File: src/rtl/mem_loader_pkg.sv
// Shared definitions for the boot-memory loader.
//   - Command bytes of the host boot protocol ('a', 'd', 'j') and the default ack byte.
//   - Loader FSM state encoding.
//   - word_in_range(): legality check for a byte pointer against the target memory.
package mem_loader_pkg;

  localparam logic [7:0] CMD_ADDR         = 8'h61;  // 'a': set address / jump target
  localparam logic [7:0] CMD_DATA         = 8'h64;  // 'd': write one word
  localparam logic [7:0] CMD_JUMP         = 8'h6A;  // 'j': release the CPU
  localparam logic [7:0] ACK_BYTE_DEFAULT = 8'h66;  // 'f'

  typedef enum logic [2:0] {
    StIdle    = 3'd0,
    StGetAddr = 3'd1,
    StGetData = 3'd2,
    StWrite   = 3'd3,
    StAck     = 3'd4,
    StRun     = 3'd5
  } state_e;

  // A byte pointer is writable when it is word aligned and its word index fits
  // in addr_w bits.
  function automatic logic word_in_range(input logic [31:0] ptr, input int unsigned addr_w);
    logic [31:0] upper;
    upper = ptr >> (addr_w + 2);
    return (upper == 32'd0) && (ptr[1:0] == 2'b00);
  endfunction

endpackage

File: src/rtl/mem_loader_byte_assembler.sv
// Collects four bytes MSB-first into a 32-bit word.
//   clk_i, rst_i   : clock, synchronous active-high reset
//   clear_i        : drop any partially collected word
//   byte_i/valid_i : incoming byte and its strobe
//   word_o         : assembled word (valid together with word_valid_o)
//   word_valid_o   : high in the cycle the 4th byte arrives
module byte_assembler (
  input  logic        clk_i,
  input  logic        rst_i,
  input  logic        clear_i,
  input  logic [7:0]  byte_i,
  input  logic        valid_i,
  output logic [31:0] word_o,
  output logic        word_valid_o
);

  logic [1:0]  cnt_q, cnt_d;
  // Only the first three bytes are stored; the fourth completes the word
  // combinationally so the consumer can latch it on the same edge.
  logic [23:0] shift_q, shift_d;

  always_comb begin
    cnt_d   = cnt_q;
    shift_d = shift_q;
    if (clear_i) begin
      cnt_d = 2'd0;
    end else if (valid_i) begin
      cnt_d   = cnt_q + 2'd1;  // wraps to 0 after the 4th byte
      shift_d = {shift_q[15:0], byte_i};
    end
  end

  assign word_o       = {shift_q, byte_i};
  assign word_valid_o = valid_i && !clear_i && (cnt_q == 2'd3);

  always_ff @(posedge clk_i) begin
    if (rst_i) begin
      cnt_q   <= 2'd0;
      shift_q <= 24'd0;
    end else begin
      cnt_q   <= cnt_d;
      shift_q <= shift_d;
    end
  end

endmodule

File: src/rtl/mem_loader.sv
// Boot-memory loader. Parses the host boot protocol from a byte stream and writes
// big-endian words into the program memory, holding the CPU until a jump command.
//   clk_i, rst_i             : clock, synchronous active-high reset
//   rx_data_i/rx_valid_i     : received byte stream; consumed when valid && rx_ready_o
//   rx_ready_o               : loader can take a byte
//   tx_data_o/tx_valid_o     : ack byte, held until tx_ready_i
//   tx_ready_i               : transmitter accepts the ack this cycle
//   we_o/waddr_o/wdata_o     : memory write port, one-cycle strobe per word
//   busy_o                   : high until the jump completes
//   jump_addr_o              : byte address from the last 'a' command
//   done_o                   : one-cycle pulse when the jump completes
//   err_o                    : sticky: unknown command or out-of-range write
module mem_loader
  import mem_loader_pkg::*;
#(
  parameter int unsigned ADDR_W   = 9,
  parameter logic [7:0]  ACK_BYTE = ACK_BYTE_DEFAULT
) (
  input  logic              clk_i,
  input  logic              rst_i,
  input  logic [7:0]        rx_data_i,
  input  logic              rx_valid_i,
  output logic              rx_ready_o,
  output logic [7:0]        tx_data_o,
  output logic              tx_valid_o,
  input  logic              tx_ready_i,
  output logic              we_o,
  output logic [ADDR_W-1:0] waddr_o,
  output logic [31:0]       wdata_o,
  output logic              busy_o,
  output logic [31:0]       jump_addr_o,
  output logic              done_o,
  output logic              err_o
);

  state_e             state_q, state_d;
  logic [31:0]        ptr_q, ptr_d;
  logic [31:0]        jump_addr_q, jump_addr_d;
  logic [31:0]        wdata_q, wdata_d;
  logic [ADDR_W-1:0]  waddr_q, waddr_d;
  logic               err_q, err_d;
  logic               done_q, done_d;
  logic               pend_q, pend_d;  // 'j' received, release CPU after its ack

  logic               consume;
  logic               asm_valid;
  logic               asm_clear;
  logic [31:0]        asm_word;
  logic               asm_word_valid;
  logic               in_range;

  assign rx_ready_o = (state_q == StIdle) || (state_q == StGetAddr) || (state_q == StGetData);
  assign consume    = rx_valid_i && rx_ready_o;
  assign asm_valid  = consume && ((state_q == StGetAddr) || (state_q == StGetData));
  // Command bytes never enter the assembler; idling also discards stale bytes.
  assign asm_clear  = (state_q == StIdle);
  assign in_range   = word_in_range(ptr_q, ADDR_W);

  byte_assembler u_byte_assembler (
    .clk_i        (clk_i),
    .rst_i        (rst_i),
    .clear_i      (asm_clear),
    .byte_i       (rx_data_i),
    .valid_i      (asm_valid),
    .word_o       (asm_word),
    .word_valid_o (asm_word_valid)
  );

  always_comb begin
    state_d     = state_q;
    ptr_d       = ptr_q;
    jump_addr_d = jump_addr_q;
    wdata_d     = wdata_q;
    waddr_d     = waddr_q;
    err_d       = err_q;
    pend_d      = pend_q;
    done_d      = 1'b0;

    unique case (state_q)
      StIdle: begin
        if (consume) begin
          case (rx_data_i)
            CMD_ADDR: state_d = StGetAddr;
            CMD_DATA: state_d = StGetData;
            CMD_JUMP: begin
              pend_d  = 1'b1;
              state_d = StAck;
            end
            default:  err_d = 1'b1;
          endcase
        end
      end
      StGetAddr: begin
        if (asm_word_valid) begin
          ptr_d       = asm_word;
          jump_addr_d = asm_word;
          state_d     = StAck;
        end
      end
      StGetData: begin
        if (asm_word_valid) begin
          wdata_d = asm_word;
          waddr_d = ptr_q[ADDR_W+1:2];
          state_d = StWrite;
        end
      end
      StWrite: begin
        if (!in_range) begin
          err_d = 1'b1;
        end
        ptr_d   = ptr_q + 32'd4;  // advances even when the write was suppressed
        state_d = StAck;
      end
      StAck: begin
        if (tx_ready_i) begin
          if (pend_q) begin
            pend_d  = 1'b0;
            done_d  = 1'b1;
            state_d = StRun;
          end else begin
            state_d = StIdle;
          end
        end
      end
      StRun: begin
        state_d = StRun;
      end
      default: state_d = StIdle;
    endcase
  end

  always_ff @(posedge clk_i) begin
    if (rst_i) begin
      state_q     <= StIdle;
      ptr_q       <= 32'd0;
      jump_addr_q <= 32'd0;
      wdata_q     <= 32'd0;
      waddr_q     <= '0;
      err_q       <= 1'b0;
      done_q      <= 1'b0;
      pend_q      <= 1'b0;
    end else begin
      state_q     <= state_d;
      ptr_q       <= ptr_d;
      jump_addr_q <= jump_addr_d;
      wdata_q     <= wdata_d;
      waddr_q     <= waddr_d;
      err_q       <= err_d;
      done_q      <= done_d;
      pend_q      <= pend_d;
    end
  end

  assign we_o        = (state_q == StWrite) && in_range;
  assign waddr_o     = waddr_q;
  assign wdata_o     = wdata_q;
  assign tx_valid_o  = (state_q == StAck);
  assign tx_data_o   = tx_valid_o ? ACK_BYTE : 8'h00;
  assign busy_o      = (state_q != StRun);
  assign jump_addr_o = jump_addr_q;
  assign done_o      = done_q;
  assign err_o       = err_q;

endmodule

File: config.mk
export PLATFORM = sky130hd
export DESIGN_NAME = mem_loader
export DESIGN_NICKNAME = d
export VERILOG_FILES = /design/src/rtl/mem_loader_pkg.sv /design/src/rtl/mem_loader_byte_assembler.sv /design/src/rtl/mem_loader.sv
export SDC_FILE = /design/constraint.sdc
export NUM_CORES = 1
export LEC_CHECK = 0
export ABC_AREA = 1
export BUFFER_PORTS_ARGS = -buffer_cell sky130_fd_sc_hd__buf_4
export CAP_MARGIN = 20
export CORE_MARGIN = 2
export CORE_UTILIZATION = 45
export DETAILED_ROUTE_END_ITERATION = 8
export PLACE_DENSITY = 0.73
export SYNTH_ARGS = -nofsm -noshare
export SYNTH_HDL_FRONTEND = slang
export SYNTH_SLANG_ARGS = --single-unit
File: constraint.sdc
create_clock -name clk_i -period 2.1 [get_ports clk_i]
set_input_delay 0.105 -clock clk_i [delete_from_list [all_inputs] [get_ports clk_i]]
set_output_delay 0.105 -clock clk_i [all_outputs]
set_load 0.01 [all_outputs]
# Word-level counts from Yosys, hierarchy flattened
# Cells that the tools add are included.
# word_totals
ff_bits	137
input_bits	12
elab_cells	78
output_inout_bits	87
# op_classes
n_reduce_logical	26
addsub	2
muxes	19
eq_ne	18
bitwise_logic	3
# op_table
cell	count
$pmux W32 S2	1
$add A32 B3 Y32 const B	1
$logic_not A32 Y1	1
$mux W32	1
$eq A8 B7 Y1 const B	3
$pmux W3 S6	1
$mux W3	5
$ne A2 B2 Y1 const B	6
$pmux W3 S3	1
$reduce_and A2 Y1	4
$reduce_and A4 Y1	2
$mux W1	7
$mux W7	1
$eq A3 B2 Y1 const B	2
$eq A3 B3 Y1 const B	2
$logic_and A1 B1 Y1	6
$reduce_bool A2 Y1	3
$reduce_or A3 Y1	2
$reduce_and A5 Y1	1
$ne A4 B4 Y1 const B	1
$pmux W1 S2	2
$eq A3 B1 Y1 const B	1
$logic_not A3 Y1	1
$logic_or A1 B1 Y1	3
8 further kinds	10

# Depth between registers and ports, before layout
# depth
word_depth	9
ltp_mapped	12
depth_no_buf	11

# Hierarchy
# A second synthesis with hierarchy kept.
# unflattened
cells_unflattened	932
area_unflattened_um2	6444.9
# modules_own_cells
module	cells_each	seq_area_each_um2	n_inst	area_each_um2
mem_loader	757	2222.1	1	5256.3
byte_assembler	175	520.5	1	1188.6

# Worst setup path before layout
# No wires, ideal clock.
# synth_timing
kind	register to register
start	register ptr_q[3]
end	register ptr_q[22]
t_required_ns	1.991
setup_ns	0.109
arrival_time_ns	1.413
synth_period_minus_slack_ns	1.522
setup_slack_ns	0.578
path_stages_with_launch	11
n_path_buf	0
path_cell_list	dfxtp_1 -> ha_1 -> nand2_1 -> nor2_1 -> nand4_1 -> inv_1 -> nand2_1 -> nand3_1 -> nand3_1 -> nand2_1 -> inv_1
# synth_between
elab_chain_cells	2
# synth_lines
item	line_no	source
start, declared	mem_loader.sv:37	logic [31:0] ptr_q, ptr_d;
start signal, assigned	mem_loader.sv:144	ptr_q <= ptr_d;
$add A32 B3 Y32	mem_loader.sv:111	ptr_d = ptr_q + 32'd4;
$pmux W32 S2	mem_loader.sv:79	unique case (state_q)
# Every way passes these cells.
# A chain may end at the register's enable or synchronous reset.

# Worst setup path after layout
# layout_timing
start	register state_q[1]
end	output port we_o
# layout_between
elab_chain_cells	2
# layout_lines
item	line_no	source
start, declared	mem_loader.sv:36	state_e state_q, state_d;
start signal, assigned	mem_loader.sv:134	state_q <= StIdle;
start signal, assigned	mem_loader.sv:143	state_q <= state_d;
$eq A3 B2 Y1	mem_loader.sv:154	assign we_o = (state_q == StWrite) && in_range;
$logic_and A1 B1 Y1	mem_loader.sv:154	
end, declared	mem_loader.sv:27	output logic we_o,
# Every way passes these cells.

==> summary by stage <==
Status
The flow ran to the end, and the final reports show no timing, DRC or antenna violations.

Worst setup path
In this design, the largest share of critical-path delay is due to simple AND/OR/NAND/NOR gates. The number of buffer and inverter instances along the worst setup path is 3. The flop-to-flop setup slack is between 200 and 300 ps. The type of origin of the critical path is a register. The logic depth of the worst register-to-register path is 7. In this run the worst setup path begins at state_q[1]. The longest individual stage delay on the worst path is around 400 ps. The category of the critical setup timing path is register to primary output.

Along the worst path, the maximum fanout reaches 16. Following the worst setup path forward leads to its endpoint at we_o. Traced cell by cell, the critical path runs through nand2_1 -> nor2_1 -> inv_2 -> buf_4 -> nor2_1 -> buf_4.

The worst register-to-register path begins at state_q[1]. For the worst setup path, the data arrival time is 1790 ps. The endpoint identified for the worst register-to-register timing path is waddr_o[1]. STA puts the critical path data required time at ~2000 ps.

On the critical path, the stage with the largest delay is an instance of sky130_fd_sc_hd__dfxtp_1. The number of gates on the worst path with buffers counted is 6. The critical path endpoint category is a primary output.

Routing
The final route contains roughly 6000 vias. The first-pass iteration count of the detailed router is 5. After detailed routing, the average wire length per cell comes to about 14 um. The number of DRC markers in iteration 0 is 475.

The count of antenna-violating nets left after detailed routing is 0. The final layout contains routed wiring with a total length of roughly 17000 um. The via-per-instance ratio is approximately 5.1.

After detailed routing, the number of remaining DRC violations is 0.

STA
The final critical delay including setup and external delays is 1890 ps. Headroom to the max-slew limit came out at a little under two fifths. For the final database, setup skew stands at between 7 and 8 ps. The maximum clock frequency is ~530 MHz. Dividing the final minimum period by the clock period gives between 90% and 100%. At the pin with the least slew margin, the transition time is around 950 ps. The sum of negative setup slack is 0 ps. The number of slew-limit violations in the final report was 0.

Setup repair after global routing left no endpoint under its margin. The total count of hold-check failures in the final report is 0. Setup violations remaining at the end of the flow were counted as 0.

Cells and area
The area growth from synthesis to layout is 24.7%. The count of antenna diodes in the layout is 0. Cells with a size suffix above 1 make up approximately 15% of the layout. Once layout is complete, the cells apart from fillers number between 1000 and 1500.

After the last flow step, the layout net total stands at between 900 and 1000.

Logic synthesis
In the synthesized netlist, the number of instances is 893. In this run the mean area of a mapped cell was 6.79 um2. The flip-flop and latch count after synthesis is 137. After synthesis the cells add up to 0.00606 mm2. In the synthesized netlist, the cells that appear most often are sky130_fd_sc_hd__nand2_1 (226), sky130_fd_sc_hd__dfxtp_1 (137), sky130_fd_sc_hd__a21oi_1 (125), sky130_fd_sc_hd__nor2_1 (111), sky130_fd_sc_hd__inv_1 (86). sky130_fd_sc_hd__dfxtp_1 takes more of the synthesized area than any other cell. The most common cell in the synthesized netlist is sky130_fd_sc_hd__nand2_1. Summing the sequential cell areas from Yosys gives ~45% of the chip area.

The count of warnings emitted by yosys is 0. Of the post-synthesis cell area, the dominant cell type holds 45.2%. Among all flip-flop cells after synthesis, the most frequent one is sky130_fd_sc_hd__dfxtp_1. The synthesized design contains 0 enable-type register cells. In the post-synthesis netlist, the biggest area contributors are sky130_fd_sc_hd__dfxtp_1 (45%), sky130_fd_sc_hd__nand2_1 (14%), sky130_fd_sc_hd__a21oi_1 (10%). Counting distinct cell types in the post-synthesis netlist gives 27. Counting flops with an async set or reset pin after synthesis yields a share of 0%.

Floorplanning
The horizontal die dimension is between 100 and 150 um. 99 I/O pins were placed. The floorplan step defined a die boundary enclosing 0.0144 mm2. Once the floorplan was initialized, standard cells occupied 46.0% of the core.

The total area inside the core boundary comes to around 0.013 mm2. After floorplanning, the core was divided into 42 placement rows. The floorplan die height is 120 um.

GRT
The met2 layer usage reported by global route is 37.7%. The first global-routing pass estimated between 20000 and 30000 um of wire. The number of antenna violations at the first check in global routing was 0. The met1 track utilization from global routing is roughly 32%. The via count of the first global-routing pass was approximately 5400.

Global routing used ~5.3% of the available met3 tracks. The busiest metal layer after global routing is met2. For this run the aggregate overflow at the end of global routing stands at 0. Entering global routing, the biggest net connects 87 pins.

Global routing used about a quarter of the available tracks across all layers.

Place
The number of port buffers is 94. Including well taps, the total number of placed cells is 1130. The routability congestion estimate is about 0.94.

The sum of net half-perimeters after detailed placement is between 10000 and 15000 um.

CTS
The clock slew seen by the registers of the worst setup and hold paths is about 50 ps. The number of cells upsized or downsized after cts is 0. Counting along the longest clock path gives a buffer depth of 2. The deepest level of the CTS H-tree is 4. At the later pin of the worst-skew pair, clock insertion delay measures approximately 430 ps. TritonCTS built the clock tree. Counting the buffers created by CTS gives 17. The library cell used as clock root buffer is sky130_fd_sc_hd__clkbuf_16. For this design, the sink count on the clock tree is 137. The hold-fix buffer count after cts is 5.

The post-CTS setup repair buffer count is 0.

Power
The static leakage is around 3.0 nW. The power per cell area is 770 mW/mm2. The worst vdd rail ir drop is between 0.5 and 0.6 mV.

Min path
The worst hold path belongs to the class input port to register.

Run
The count of maximum capacitance violations is 0.
## stage by stage
| step | power [mW] | util (%) | setup slack (ps) | hold slack, ps | cell area [um2] |
|---|---|---|---|---|---|
| after floorplan | 2.79 | - | 578 | 263 | 6080 |
| after global placement | 2.85 | 52.4 | 267 | 414 | 6920 |
| after detailed placement | 2.85 | 52.4 | 264 | 420 | 6920 |
| after CTS | 5.86 | 57.3 | 172 | 0.998 | 7560 |
| after global routing | 6.00 | 57.3 | 90.9 | 32.5 | 7560 |
| final | 5.82 | 57.3 | 205 | 20.6 | 7560 |
## cell families after synthesis
group	Yosys count	synth area share [%]
adders and majority gates	2	0.413
DFF	137	45.2
buffers and inverters	142	9.88
AOI/OAI and AO/OA	188	15.9
xor gates and xnor gates	2	0.289
other	1	0.0618
and+or+nand+nor	421	28.2
## worst min path at each step
stage	startpoint	endpoint	cells past startpoint
after detailed placement	tx_ready_i	done_o	3
after floorplan	rx_data_i[5]	jump_addr_o[5]	2
final	rx_data_i[1]	wdata_o[1]	3
after global placement	tx_ready_i	done_o	3
after CTS	rx_data_i[2]	u_byte_assembler.shift_q[2]	3
after global routing	rx_data_i[3]	wdata_o[3]	3
## layout by cell type (no fill, tap or decap), types with 2 or more instances in the layout
master                          synthesis  final
sky130_fd_sc_hd__conb_1                 1      4
sky130_fd_sc_hd__clkbuf_8               0      3
sky130_fd_sc_hd__or2_2                  3      3
sky130_fd_sc_hd__nor3_1                 5      5
sky130_fd_sc_hd__a31oi_1                6      6
sky130_fd_sc_hd__a21oi_1              125    125
sky130_fd_sc_hd__buf_12                 0      4
sky130_fd_sc_hd__nand2_1              226    226
sky130_fd_sc_hd__clkinv_2               0      3
sky130_fd_sc_hd__o21ai_1                6      6
sky130_fd_sc_hd__o211ai_1               4      4
sky130_fd_sc_hd__bufinv_16              0      3
sky130_fd_sc_hd__dfxtp_1              137    137
sky130_fd_sc_hd__dlygate4sd3_1          0      5
sky130_fd_sc_hd__ha_1                   2      2
sky130_fd_sc_hd__clkbuf_1              17      2
sky130_fd_sc_hd__clkbuf_16              0     17
sky130_fd_sc_hd__inv_2                  5      5
sky130_fd_sc_hd__nand3_1               66     66
sky130_fd_sc_hd__nor2_1               111    111
sky130_fd_sc_hd__clkinvlp_4             0      2
sky130_fd_sc_hd__nand4_1                7      7
sky130_fd_sc_hd__inv_1                 86     86
sky130_fd_sc_hd__buf_4                 11    105
sky130_fd_sc_hd__o21ai_0               45     45
## state kept, by name, summed over array words and instances, names as in the netlist
signal and count:
jump_addr_o 32, u_byte_assembler.cnt_q 2, state_q 3, waddr_o 9, pend_q 1, wdata_o 32
done_o 1, ptr_q 32, u_byte_assembler.shift_q 24, err_o 1
## power by group
group	total, mW	switching, mW	internal (mW)	leakage (nW)
clock	3.02	1.08	1.94	0.288
sequential	2.62	0.00992	2.61	1.10
combinational	0.180	0.124	0.0564	1.57
## worst reg2reg max path: cells and delay by family (launching register included)
kind	cells	cell delay, ps
compound gates	3	780
buf+inv	2	310
flops	1	340
simple gates	2	300
## cell type report
cell class / instances / area, um2
Clock inverter: 8 / 120
Tap cell: 176 / 220
Fill cell: 1247 / 5630
Sequential cell: 137 / 2740
Clock buffer: 22 / 474
Inverter: 91 / 342
Multi-Input combinational cell: 617 / 2740
Timing Repair Buffer: 114 / 918
## metal layers
| metal | up-vias | routed length, um |
|---|---|---|
| li1 | 3035 | - |
| met1 | 2704 | 7650 |
| met2 | 217 | 7450 |
| met3 | 36 | 1240 |
| met4 | 0 | 391 |
| met5 | - | 0 |
Note: power is estimated with default switching activity, not from simulation.
